## config.mk

```make
export PLATFORM = sky130hd
export DESIGN_NAME = adder_tree_acc
export DESIGN_NICKNAME = d
export VERILOG_FILES = /design/src/rtl/adder_tree_acc.sv
export SDC_FILE = /design/constraint.sdc
export NUM_CORES = 2
export LEC_CHECK = 0
export CORE_MARGIN = 2
export CORE_UTILIZATION = 55
export CTS_BUF_LIST = sky130_fd_sc_hd__clkbuf_16
export DETAILED_ROUTE_END_ITERATION = 8
export MAX_ROUTING_LAYER = met4
export PLACE_DENSITY = 0.9
export SETUP_SLACK_MARGIN = 0.3
export SYNTH_ARGS = -nofsm -noshare
export SYNTH_HDL_FRONTEND = slang
export SYNTH_SLANG_ARGS = --single-unit
```

## constraint.sdc

```tcl
create_clock -name clk -period 25.1 [get_ports clk]
set_clock_uncertainty 0.05 [all_clocks]
set_input_delay 3.765 -clock clk [delete_from_list [all_inputs] [get_ports clk]]
set_output_delay 3.765 -clock clk [all_outputs]
set_load 0.05 [all_outputs]
```

## src/rtl/adder_tree_acc.sv

```systemverilog
// Pipelined signed adder tree with per-group accumulation, bias and output saturation.
// Latency: out_valid LOG2_IN cycles after the in_valid cycle of a group's last beat.
// Backpressure: none; a beat is accepted on every in_valid cycle, and abort flushes everything.
//
// Ports:
//   clk, rst             clock, synchronous active-high reset
//   in_valid, in_data    one beat of NUM_INPUTS signed DATA_W words (word i at [i*DATA_W +: DATA_W])
//   loop_len, bias       group length (0 means 1) and signed bias, sampled on a group's first beat
//   abort                synchronous flush of the open group and everything in flight
//   out_valid            one-cycle pulse per completed group
//   out_sum, out_sat     group result and overflow flag, held until the next result
//   busy                 group open or any beat still inside the tree
module adder_tree_acc #(
    parameter int DATA_W  = 21,
    parameter int LOG2_IN = 5,
    parameter int LOOP_W  = 5,
    parameter int OUT_W   = DATA_W + LOG2_IN + LOOP_W,
    parameter int SAT_EN  = 1
) (
    input  logic                              clk,
    input  logic                              rst,
    input  logic                              in_valid,
    input  logic [(2**LOG2_IN)*DATA_W-1:0]    in_data,
    input  logic [LOOP_W-1:0]                 loop_len,
    input  logic signed [DATA_W-1:0]          bias,
    input  logic                              abort,
    output logic                              out_valid,
    output logic signed [OUT_W-1:0]           out_sum,
    output logic                              out_sat,
    output logic                              busy
);

    localparam int NUM_INPUTS = 2**LOG2_IN;
    // One spare bit above the worst-case group sum so the accumulator never wraps.
    localparam int ACC_W      = DATA_W + LOG2_IN + LOOP_W + 1;
    localparam int L          = LOG2_IN - 1;     // last registered tree level feeding the accumulator
    localparam int PW         = DATA_W + LOG2_IN; // width of the final pair sum

    // ------------------------------------------------------------------
    // Group framing on the input side
    // ------------------------------------------------------------------
    logic [LOOP_W-1:0] beat_cnt;
    logic [LOOP_W-1:0] len_q;
    logic [LOOP_W-1:0] eff_len;
    logic              first0;
    logic              last0;

    always_comb begin
        eff_len = (loop_len == '0) ? LOOP_W'(1) : loop_len;
        first0  = (beat_cnt == '0);
        // On the first beat len_q is stale, so the live (sampled) length decides.
        last0   = first0 ? (eff_len == LOOP_W'(1)) : (beat_cnt == len_q - LOOP_W'(1));
    end

    always_ff @(posedge clk) begin
        if (rst) begin
            beat_cnt <= '0;
            len_q    <= '0;
        end else if (abort) begin
            beat_cnt <= '0;
        end else if (in_valid) begin
            if (first0) begin
                len_q <= eff_len;
            end
            beat_cnt <= last0 ? '0 : beat_cnt + LOOP_W'(1);
        end
    end

    // ------------------------------------------------------------------
    // Reduction tree. Level 0 is the unregistered input; levels 1..L are
    // registered pair sums. Tags and the group's bias ride along with the
    // data so back-to-back groups never share state.
    // ------------------------------------------------------------------
    for (genvar k = 0; k < LOG2_IN; k++) begin : g_lvl
        localparam int W = DATA_W + k;
        localparam int N = NUM_INPUTS >> k;

        logic signed [W-1:0]      s [N];
        logic                     vld;
        logic                     fst;
        logic                     lst;
        logic signed [DATA_W-1:0] bias_p;
        logic                     busy_or;

        if (k == 0) begin : g_in
            always_comb begin
                for (int i = 0; i < N; i++) begin
                    s[i] = in_data[i*DATA_W +: DATA_W];
                end
            end
            assign vld     = in_valid;
            assign fst     = first0;
            assign lst     = last0;
            assign bias_p  = bias;
            assign busy_or = 1'b0;
        end else begin : g_reg
            always_ff @(posedge clk) begin
                if (rst) begin
                    vld <= 1'b0;
                end else begin
                    vld <= g_lvl[k-1].vld & ~abort;
                    if (g_lvl[k-1].vld) begin
                        fst    <= g_lvl[k-1].fst;
                        lst    <= g_lvl[k-1].lst;
                        bias_p <= g_lvl[k-1].bias_p;
                        for (int i = 0; i < N; i++) begin
                            s[i] <= W'(g_lvl[k-1].s[2*i]) + W'(g_lvl[k-1].s[2*i+1]);
                        end
                    end
                end
            end
            assign busy_or = g_lvl[k-1].busy_or | vld;
        end
    end

    // ------------------------------------------------------------------
    // Final level: last pair sum folded straight into the accumulator
    // ------------------------------------------------------------------
    logic signed [PW-1:0]    pair_sum;
    logic signed [ACC_W-1:0] acc;
    logic signed [ACC_W-1:0] acc_base;
    logic signed [ACC_W-1:0] acc_next;
    logic [OUT_W-1:0]        res_sum;
    logic                    res_ovf;

    always_comb begin
        pair_sum = PW'(g_lvl[L].s[0]) + PW'(g_lvl[L].s[1]);
        acc_base = g_lvl[L].fst ? ACC_W'(g_lvl[L].bias_p) : acc;
        acc_next = acc_base + ACC_W'(pair_sum);
    end

    if (OUT_W >= ACC_W) begin : g_nosat
        always_comb begin
            res_sum = OUT_W'(acc_next);
            res_ovf = 1'b0;
        end
    end else begin : g_sat
        // The value fits iff every bit from the output sign bit upward agrees.
        logic [ACC_W-OUT_W:0] hi;
        always_comb begin
            hi      = acc_next[ACC_W-1:OUT_W-1];
            res_ovf = ~((&hi) | ~(|hi));
            if ((SAT_EN != 0) && res_ovf) begin
                res_sum = acc_next[ACC_W-1] ? {1'b1, {(OUT_W-1){1'b0}}}
                                            : {1'b0, {(OUT_W-1){1'b1}}};
            end else begin
                res_sum = acc_next[OUT_W-1:0];
            end
        end
    end

    always_ff @(posedge clk) begin
        if (rst) begin
            acc       <= '0;
            out_valid <= 1'b0;
            out_sum   <= '0;
            out_sat   <= 1'b0;
        end else begin
            out_valid <= 1'b0;
            if (abort) begin
                acc <= '0;
            end else if (g_lvl[L].vld) begin
                acc <= acc_next;
                if (g_lvl[L].lst) begin
                    out_valid <= 1'b1;
                    out_sum   <= res_sum;
                    out_sat   <= res_ovf;
                end
            end
        end
    end

    assign busy = (beat_cnt != '0) | g_lvl[L].busy_or;

endmodule
```

==> results.sh <==
export IMPL_netlist_area_um2=57300
export IMPL_ios=736
export IMPL_gp_congestion=1.07
export IMPL_antenna_found_initial=25
export IMPL_grt_usage_pct=29.4
export IMPL_synth_xor_area_share_pct=7.45
export IMPL_synth_yosys_seq_area_share_pct=43.3
export IMPL_fill_cells=7646
export IMPL_dr_total_vias=45100
export IMPL_synth_top_cell_area_share_pct=40.5
export IMPL_synth_top_flop_cell="edfxtp_1"
export IMPL_final_layout_size_suffix_gt1_share_pct=3.88
export IMPL_fmax_mhz=138
export IMPL_die_area_um2=107000
export IMPL_routed_wirelength_um=157000
export IMPL_power_density_nw_per_um2=59.0
export IMPL_rsz0062_at_grt="no"
export IMPL_ctsResizeCount=0
export IMPL_grt_pass1_wl_um=240000
export IMPL_status="complete, no violations"
export IMPL_hold_buffers=0
export IMPL_synth_cell_types=89
export IMPL_synth_async_sr_flop_share_pct=0
export IMPL_critPathMaxFanout=4
export IMPL_fin_cells=7687
export IMPL_synthTopCellsByArea="edfxtp_1 (41%), ha_1 (15%), xnor2_1 (5.4%)"
export IMPL_grt_max_degree=152
export IMPL_cts_tree="built"
export IMPL_endpoint_kind="flip-flop"
export IMPL_slowest_delay_ns=0.59
export IMPL_leakage_nw=27.5
export IMPL_cpMaxStageDelayCell="clkdlybuf4s50_1"
export IMPL_synth_simple_area_share_pct=11.2
export IMPL_worst_endpoint_arrival_ns=7.59
export IMPL_dpl_hpwl_um=126000
export IMPL_syn_avg_cell_area_um2=10.6
export IMPL_ys_ff_latch=853
export IMPL_dr_first_iter_drc_count=3399
export IMPL_maxCapViolCount=0
export IMPL_cts_max_level=3
export IMPL_drtPass1Iterations=6
export IMPL_synthAdderAreaFrac_pct=17.2
export IMPL_synth_edf_count=774
export IMPL_cts_made_buffers=91
export IMPL_synth_top_family_by_area="adder cells"
export IMPL_final_max_slew_violation_count=0
export IMPL_utilization_pct=67.1
export IMPL_min_period_ns=7.25
export IMPL_reg2reg_slack_ns=19.81
export IMPL_clkTransAtPathRegs_ns=0.06
export IMPL_syn_inst=5413
export IMPL_vias_per_cell=5.87
export IMPL_synth_compound_area_share_pct=16.8
export IMPL_hold_class="reg -> reg"
export IMPL_start_util_pct=55.4
export IMPL_place_port_buffers=735
export IMPL_yosysWarnings=0
export IMPL_crit_required_ns=25.44
export IMPL_dp_cells=7498
export IMPL_clock_sinks=853
export IMPL_grt_overflow=0
export IMPL_cts_root_buf="clkbuf_16"
export IMPL_fp_row_count=118
export IMPL_tns_ns=0
export IMPL_syn_num_nets=6862
export IMPL_nets=7660
export IMPL_path_class="in -> reg"
export IMPL_die_w_um=327
export IMPL_worstMarginPinSlew_ns=1.06
export IMPL_clockBufferDepth=3
export IMPL_critPathLaunchType="input pin"
export IMPL_coreArea_um2=103000
export IMPL_clkLatencyLatePin_ns=0.66
export IMPL_relSlewSlack_pct=29.2
export IMPL_dieHeight_um=327
export IMPL_synth_mux_area_share_pct=1.21
export IMPL_vdd_ir_drop_max_mv=0.0551
export IMPL_drc_errors=0
export IMPL_routedWlPerCell_um=20.4
export IMPL_timing_hold_violations_final=0
export IMPL_cts_setup_buffers=0
export IMPL_ant_nets=0
export IMPL_yosysTopAreaCell="edfxtp_1"
export IMPL_area_delta_synth_final_pct=21.1
export IMPL_path_cells="clkdlybuf4s50_1 > ha_1 > inv_1 > fa_1 > nor2b_1 > o21ai_0 > a21boi_0 > o21ai_0 > a21boi_0 > o21ai_0 > a21boi_0 > o31ai_1 > a211oi_1 > mux2i_1 > nand2_1"
export IMPL_post_route_period_util_pct=28.9
export IMPL_first_global_vias=44500
export IMPL_setup_violations=0
==> critical path: cells and delay by family <==
family | cells | cell delay, ns
AO/OA/AOI/OAI | 8 | 2.12
adder cells (fa/ha/maj) | 2 | 0.62
buffers and inverters | 2 | 0.65
multiplexers | 1 | 0.25
AND/OR/NAND/NOR | 2 | 0.18
==> cell type report <==
type | count | area (um^2) | area share (%)
clock inverter | 73 | 603 | 0.869
multi-input combinational | 4128 | 30900 | 44.5
inverter | 387 | 1450 | 2.09
sequential | 853 | 24800 | 35.8
clock buffer | 95 | 2380 | 3.42
tap | 1380 | 1730 | 2.49
timing repair buffer | 750 | 7480 | 10.8
antenna | 21 | 52.6 | 0.0757
==> metal layers <==
layer	GRT usage (%)	up-vias	wire [um]
li1	-	21800	-
met1	35.1	21500	63700
met2	51.2	1540	78900
met3	3.46	313	8170
met4	11.0	0	6180
met5	-	-	0
==> registers in the layout, summed over array words and instances, names as in the netlist <==
register,cells
g_lvl.s,682
g_lvl.bias_p,84
acc,32
out_sum,31
beat_cnt,5
len_q,5
g_lvl.fst,4
g_lvl.lst,4
g_lvl.vld,3
g_lvl.busy_or,1
out_sat,1
out_valid,1
==> report_power, final <==
part | switching (mW) | total (mW) | internal (mW)
registers | 0.0303 | 1.72 | 1.69
clock network | 0.566 | 1.34 | 0.770
logic | 0.572 | 1.04 | 0.472
total | 1.17 | 4.10 | 2.93
==> cell usage after synthesis (46+ instances only) <==
library cell and n:
edfxtp_1 774, a211oi_1 84, and3_1 52, nor2b_1 89, o21a_1 76, xnor2_1 355, a21o_1 118, ha_1 685
or3_1 46, xor2_1 124, a21oi_1 414, nor2_1 448, nor3_1 168, o21ai_0 335, nand2b_1 60, fa_1 62
mux2i_1 47, a21boi_0 53, o21bai_1 63, inv_1 387, nand3_1 91, dfxtp_1 79, nand2_1 238
==> cells by family (layout without fill, tap and decap cells) <==
| kind of cell | count (synthesis) | after routing |
|---|---|---|
| AO/OA/AOI/OAI | 1486 | 1486 |
| XOR/XNOR | 483 | 483 |
| adder cells (fa/ha/maj) | 753 | 753 |
| buffers and inverters | 432 | 1305 |
| flip-flops | 853 | 853 |
| multiplexers | 67 | 67 |
| other | 0 | 21 |
| AND/OR/NAND/NOR | 1339 | 1339 |
==> stage by stage <==
| step | power [mW] | hold slack [ns] | worst slack [ns] | instance area, um^2 |
|---|---|---|---|---|
| floorplan | 2.43 | 0.350 | 4.25 | 57300 |
| CTS | 4.10 | 0.369 | 17.93 | 69400 |
| detailed placement | 2.77 | 0.355 | 17.24 | 66400 |
| global placement | 2.73 | 0.351 | 17.37 | 66400 |
| global route | 4.27 | 0.374 | 17.56 | 69400 |
| finish | 4.10 | 0.367 | 17.85 | 69400 |
==> path summary, 6_finish.rpt <==
check / depth (start not counted) / end / from
min reg2reg: 0 / g_lvl[3].bias_p[16]$_DFFE_PP_ / g_lvl[2].bias_p[16]$_DFFE_PP_
max: 15 / g_lvl[1].s[1][150]$_DFFE_PP_ / in_data[588]
max reg2reg: 16 / out_sum[24]$_SDFFE_PP0P_ / g_lvl[4].fst$_DFFE_PP_
min: 0 / g_lvl[3].bias_p[16]$_DFFE_PP_ / g_lvl[2].bias_p[16]$_DFFE_PP_
==> cells in the final DEF (no fill, tap or decap), drive strengths merged, types with 91 or more instances in the layout <==
cell type / n
ha: 685
xor2: 126
a21o: 118
nand3: 91
clkdlybuf4s50: 734
edfxtp: 774
nor2: 448
inv: 413
clkbuf: 95
nor3: 168
nand2: 238
a21oi: 416
xnor2: 357
o21ai: 353
(Power assumes the default switching activity.)
